--- config.mk ---
export PLATFORM = sky130hd
export DESIGN_NAME = adder64_seq
export DESIGN_NICKNAME = d
export VERILOG_FILES = /design/src/rtl/adder64_seq.sv
export SDC_FILE = /design/constraint.sdc
export NUM_CORES = 1
export LEC_CHECK = 0
export ABC_CLOCK_PERIOD_IN_PS = 4100
export CORE_MARGIN = 1
export CORE_UTILIZATION = 40
export DETAILED_ROUTE_END_ITERATION = 6
export PLACE_DENSITY_LB_ADDON = 0.15
export SYNTH_ARGS = -nofsm -noshare
export SYNTH_HDL_FRONTEND = slang
export SYNTH_SLANG_ARGS = --single-unit
--- constraint.sdc ---
create_clock -name clk -period 4.1 [get_ports clk]
set_clock_uncertainty 0.05 [all_clocks]
set_input_delay 0.82 -clock clk [delete_from_list [all_inputs] [get_ports clk]]
set_output_delay 0.82 -clock clk [all_outputs]
set_load 0.05 [all_outputs]
--- src/rtl/adder64_seq.sv ---
// adder64_seq: multi-cycle 64-bit adder that adds CHUNK bits per clock.
// A start in IDLE captures the operands. RUN walks the chunks from LSB to MSB
// while it ripples the carry. DONE presents the result with a one-cycle pulse.
module adder64_seq #(
  parameter int CHUNK = 8
) (
  input  logic        clk,
  input  logic        rst_n,
  input  logic        start,
  input  logic [63:0] a,
  input  logic [63:0] b,
  input  logic        cin,
  output logic        busy,
  output logic        done,
  output logic [63:0] sum,
  output logic        cout,
  output logic        overflow
);

  localparam int NCHUNK = 64 / CHUNK;
  localparam int KW = (NCHUNK > 1) ? $clog2(NCHUNK) : 1;
  localparam logic [KW-1:0] KLAST = KW'(NCHUNK - 1);

  typedef enum logic [1:0] {IDLE, RUN, DONE} state_t;

  state_t          state;
  state_t          state_next;
  logic [63:0]     a_reg;
  logic [63:0]     b_reg;
  logic [KW-1:0]   k;
  logic            carry;
  logic [6:0]      base;
  logic [CHUNK-1:0] a_chunk;
  logic [CHUNK-1:0] b_chunk;
  logic [CHUNK:0]  chunk_add;
  logic            last;

  // Select the current chunk and add it together with the running carry
  always_comb begin
    base      = 7'(k) * 7'(CHUNK);
    a_chunk   = a_reg[base +: CHUNK];
    b_chunk   = b_reg[base +: CHUNK];
    chunk_add = {1'b0, a_chunk} + {1'b0, b_chunk} + {{CHUNK{1'b0}}, carry};
    last      = (k == KLAST);
  end

  // State register
  always_ff @(posedge clk or negedge rst_n) begin
    if (!rst_n) state <= IDLE;
    else        state <= state_next;
  end

  // Next-state logic: start only counts in IDLE, and DONE lasts exactly one cycle
  always_comb begin
    state_next = state;
    case (state)
      IDLE:    if (start) state_next = RUN;
      RUN:     if (last)  state_next = DONE;
      DONE:    state_next = IDLE;
      default: state_next = IDLE;
    endcase
  end

  // Datapath: capture operands on acceptance, then ripple one chunk per cycle
  always_ff @(posedge clk or negedge rst_n) begin
    if (!rst_n) begin
      a_reg    <= '0;
      b_reg    <= '0;
      k        <= '0;
      carry    <= 1'b0;
      sum      <= '0;
      cout     <= 1'b0;
      overflow <= 1'b0;
    end else begin
      case (state)
        IDLE: begin
          if (start) begin
            a_reg <= a;
            b_reg <= b;
            carry <= cin;
            k     <= '0;
          end
        end
        RUN: begin
          sum[base +: CHUNK] <= chunk_add[CHUNK-1:0];
          carry              <= chunk_add[CHUNK];
          k                  <= k + KW'(1);
          if (last) begin
            cout     <= chunk_add[CHUNK];
            overflow <= (a_reg[63] == b_reg[63]) && (chunk_add[CHUNK-1] != a_reg[63]);
          end
        end
        default: ;
      endcase
    end
  end

  assign busy = (state == RUN);
  assign done = (state == DONE);

endmodule

Word level (Yosys, flattened, before mapping)
Cells that the tools add are included.
{"block": "word_totals", "reg_bits": 200, "word_cells": 38}
{"block": "op_classes", "add_sub_neg": 4, "eq_ne": 7, "n_shift": 4, "mux": 8, "n_reduce_logical": 7}
{"operator": "$shiftx A64 B7 Y8", "count": 2}
{"operator": "$bwmux W64", "count": 1}
{"operator": "$shift A8 B9 Y64 const A", "count": 1}
{"operator": "$shiftx A8 B9 Y64", "count": 1}
{"operator": "$add A8 B8 Y9", "count": 1}
{"operator": "$add A9 B1 Y9", "count": 1}
{"operator": "$neg A6 Y9", "count": 1}
{"operator": "$reduce_and A2 Y1", "count": 4}
{"operator": "$pmux W3 S2", "count": 1}
{"operator": "$mux W2", "count": 2}
{"operator": "$pmux W2 S2", "count": 1}
{"operator": "$add A3 B1 Y3 const B", "count": 1}
{"operator": "$eq A3 B3 Y1 const B", "count": 1}
{"operator": "$mux W3", "count": 1}
{"operator": "$eq A2 B1 Y1 const B", "count": 1}
{"operator": "$eq A2 B2 Y1 const B", "count": 1}
{"operator": "$logic_not A2 Y1", "count": 1}
{"operator": "$ne A2 B1 Y1 const B", "count": 1}
{"operator": "$ne A2 B2 Y1 const B", "count": 1}
{"operator": "$pmux W1 S2", "count": 1}
{"operator": "$reduce_bool A2 Y1", "count": 1}
{"operator": "$eq A1 B1 Y1", "count": 1}
{"operator": "$logic_and A1 B1 Y1", "count": 1}
{"operator": "$mux W1", "count": 1}
{"operator": "$ne A1 B1 Y1", "count": 1}

Longest topological paths before layout
{"block": "logic_depth", "word_depth": 5, "mapped_depth": 13}

Worst setup path after synthesis
OpenSTA, ideal clock, no wires.
{"block": "synth_timing", "kind": "register to register", "start": "register k[0]", "end": "register sum[14]", "setup_ps": 67, "t_arrival_ps": 3305, "setup_slack_ps": 678, "stages_incl_launch_ff": 14, "period_less_slack_ps": 3422, "cell_sequence": "dfrtp_1 -> buf_4 -> buf_2 -> mux4_2 -> nand2_1 -> nand2_1 -> fa_1 -> inv_1 -> fa_1 -> nor2b_1 -> o31a_1 -> or4b_1 -> nand3_2 -> mux2_2"}
{"block": "synth_via", "elab_chain_len": 5, "elab_cells_between_ends": 8, "cone_classes": "add/sub (3); shift (4); mux (1)"}
{"item": "from (decl)", "line_no": "30", "text": "logic [KW-1:0] k;"}
{"item": "from (signal assigned)", "line_no": "87", "text": "k <= k + KW'(1);"}
{"item": "$shiftx A64 B7 Y8, on equally long branches", "line_no": "41, 42"}
{"item": "$add A8 B8 Y9", "line_no": "43", "text": "chunk_add = {1'b0, a_chunk} + {1'b0, b_chunk} + {{CHUNK{1'b0}}, carry};"}
{"item": "$add A9 B1 Y9", "line_no": "43"}
{"item": "$shiftx A8 B9 Y64", "line_no": "85", "text": "sum[base +: CHUNK] <= chunk_add[CHUNK-1:0];"}
{"item": "$bwmux W64 *", "line_no": "85"}
{"item": "to (signal, indexed assignment)", "line_no": "85"}
{"item": "to (decl)", "line_no": "15", "text": "output logic [63:0] sum,"}
Every way passes the cells marked *; elsewhere a longest branch is shown, timed or not.
A chain may end at the register's enable or synchronous reset.

Worst setup path in the final report
{"block": "layout_timing", "start": "register k[0]", "end": "register sum[39]"}
The elaborated chain is that of the path after synthesis.

==> impl_metrics.json <==
{
  "cts-htree-levels": 4,
  "setup_viol": 0,
  "grt_pass1_wl_microns": 33900,
  "grt_usage_pct": 20.1,
  "whs_ns": 0.434,
  "crit_chain": "buf_12 > mux4_2 > nand2_1 > and2_1 > inv_1 > ha_1 > a211oi_1 > o21ai_0 > o31ai_1 > nor3_1 > mux2_2",
  "worstPathRequired_ns": 4.37,
  "io_buffer_count": 199,
  "synthFlopType": "dfrtp_1",
  "cts_buffers": 17,
  "synth-simple-area-share_pct": 6.46,
  "critPathMaxStageDelay_ns": 0.76,
  "wl_microns": 21400,
  "synthCells": 640,
  "dr.pass1.iters": 4,
  "min_from": "sum[4]",
  "hold_end": "sum[4]",
  "synth_edf_count": 0,
  "path_max_fanout": 16,
  "synth.distinct_cells": 51,
  "cts_hold_buffers": 0,
  "n_antenna_cell": 0,
  "grt_max_degree": 104,
  "critPathLaunchType": "register",
  "num_rows": 54,
  "wl_per_cell_microns": 19.0,
  "areaGrowthSynthToFinish_pct": 32.3,
  "worstHoldPathType": "reg -> reg",
  "r2r_slack_ns": 0.44,
  "ys_seq_elements": 200,
  "synthXorXnorAreaFrac_pct": 0.392,
  "synthArstFlopShare_pct": 100,
  "postCtsSetupBuffers": 0,
  "drive_above_1_share_pct": 29.5,
  "min_period_ns": 3.66,
  "worst_path_max_delay_cell": "dfrtp_2",
  "die_w_microns": 151,
  "cellPowerDensity_nw_per_um2": 960,
  "p_int_mw": 6.51,
  "clkTransAtPathRegs_ns": 0.07,
  "synth-compound-area-share_pct": 3.51,
  "synthAdderAreaFrac_pct": 1.99,
  "finalMaxSlewViolations": 0,
  "dp_cells": 1099,
  "tns_ns": 0,
  "slew_headroom_pct": 43.9,
  "core_area_sq_um": 21900,
  "clkLatencyLatePin_ns": 0.43,
  "reg2reg_from": "k[0]",
  "critPathCaptureType": "register",
  "final_cells": 1130,
  "grt_pass1_vias": 6121,
  "drtIter0Drc": 209,
  "synth_fp_nets": 785,
  "final.period_utilization_pct": 89.2,
  "via_per_inst": 5.14,
  "power_leakage_nw": 5.01,
  "synthMuxAreaShare_pct": 29.5,
  "final_nets": 983,
  "grt.overflow.total": 0,
  "ys_seq_area_share_pct": 56.0,
  "run_status": "finished, final reports clean",
  "cts_root_buf": "clkbuf_16",
  "syn_avg_cell_area_sq_um": 14.0,
  "ir_drop_mv": 0.531,
  "p_seq_share_pct": 31.0,
  "cts_resized": 0,
  "vias": 5809,
  "boundaryPins": 200,
  "cp.buffers_inverters": 2,
  "cts.path.max_buffers": 2,
  "synth_top_family_by_area": "multiplexers",
  "drc": 0,
  "crit_family": "compound AO/OA/AOI/OAI gates",
  "setup.worst_path.start": "k[0]",
  "worstSetupPathType": "reg -> reg",
  "start_util_pct": 40.8,
  "reg2reg_depth": 11,
  "worstMarginPinSlew_ns": 0.842,
  "cts_tree": "built",
  "die_area_sq_um": 22900,
  "syn_area_sq_um": 8930,
  "cap_violations": 0,
  "pwr-share-comb_pct": 55.0,
  "cp.arrival_ns": 3.92,
  "p_sw_mw": 4.84,
  "reg2reg_to": "sum[39]",
  "ant_nets": 0,
  "timing_hold_violations_final": 0,
  "gp_congestion": 0.819,
  "clock-sinks": 200,
  "antenna_found_initial": 0,
  "hold_depth": 2,
  "rsz0062_at_grt": "false",
  "die_h_microns": 151,
  "clkPwrFrac_pct": 14.0,
  "yosysWarnings": 0,
  "dp_hpwl_microns": 16200,
  "swShare_pct": 42.6,
  "fmax_mhz": 274,
  "p_total_mw": 11.4,
  "fin_util_pct": 54.0
}
-- power groups by stage --
stage / registers (mW) / logic [mW] / clock network, mW
detailed placement: 3.57 / 6.27 / 0
global route: 3.65 / 6.74 / 1.73
CTS: 3.54 / 6.30 / 1.63
floorplan: 4.15 / 3.66 / 0
finish: 3.52 / 6.24 / 1.59
global placement: 3.52 / 6.11 / 0
-- cells by family (layout without fill, tap and decap cells) --
| logic type | Yosys count | after routing |
|---|---|---|
| multiplexers | 202 | 202 |
| flip-flops | 200 | 200 |
| buffers and inverters | 43 | 253 |
| AO/OA/AOI/OAI | 51 | 51 |
| AND/OR/NAND/NOR | 127 | 127 |
| XOR/XNOR | 4 | 4 |
| adder cells (fa/ha/maj) | 13 | 13 |
-- metal layers --
| metal | GRT usage (%) | wire length, microns |
|---|---|---|
| met1 | 26.6 | 9370 |
| met4 | 5.10 | 232 |
| met3 | 4.46 | 1120 |
| met5 | 0 | 0 |
| met2 | 33.5 | 10700 |
-- stage by stage --
| step | setup slack (ns) | cell area [sq um] |
|---|---|---|
| 4_1_cts | 0.392 | 11800 |
| 5_1_grt | 0.204 | 11800 |
| 2_1_floorplan | 0.678 | 8930 |
| 3_3_place_gp | 0.492 | 11300 |
| 6_report | 0.444 | 11800 |
| 3_5_place_dp | 0.412 | 11300 |
-- placed cells by master (no fill, tap or decap), types with 3 or more instances in the layout --
cell type and instances:
clkbuf_8 3, o21ai_0 26, buf_12 3, dfrtp_1 198
clkinv_4 4, clkdlybuf4s50_1 198, inv_1 9, nand3_1 6
o31ai_1 4, nor2_1 23, mux4_2 32, mux2_2 167
a21oi_1 3, buf_4 8, ha_1 11, nand2_1 77
a21o_1 6, clkinv_2 3, clkbuf_16 17
-- worst max-delay path by stage --
stage	depth (start not counted)	slack, ns	end
final	11	0.44	sum[39]
after global routing	11	0.20	sum[39]
after CTS	11	0.39	sum[39]
after detailed placement	11	0.41	sum[39]
after global placement	11	0.49	sum[55]
after floorplan	13	0.68	sum[14]
-- layout make-up --
cell class              instances  area [sq um]
clock buffers                  21           460
inverters                      12          50.0
well taps                     280           350
repair buffers                210          2120
multi-input cells             397          3740
clock inverters                10          96.3
flip-flops and latches        200          5010
fillers                      1842         10100
-- cells in the mapped netlist, types with 2 or more instances --
library cell	number	share of area [%]
o211ai_1	2	0.17
mux4_2	32	8.1
o21ai_0	26	1.5
dfrtp_1	200	56
nor2b_1	2	0.14
and2_1	2	0.14
inv_1	9	0.38
fa_1	2	0.45
ha_1	11	1.5
a21o_1	6	0.50
clkbuf_1	10	0.42
a21oi_1	3	0.17
o31ai_1	4	0.34
nand2_1	77	3.2
mux2i_1	2	0.22
buf_2	19	1.1
xnor2_1	2	0.20
or2_1	2	0.14
mux2_2	167	21
nand3_1	6	0.34
xor2_1	2	0.20
nor2_1	24	1.0
o22ai_1	2	0.14
-- worst min-delay path, delay by kind of cell (launching register included) --
kind / cells / cell delay, ns
AO/OA/AOI/OAI: 1 / 0.06
flip-flops: 1 / 0.35
AND/OR/NAND/NOR: 1 / 0.04
Power figures use the tool's default switching activity.
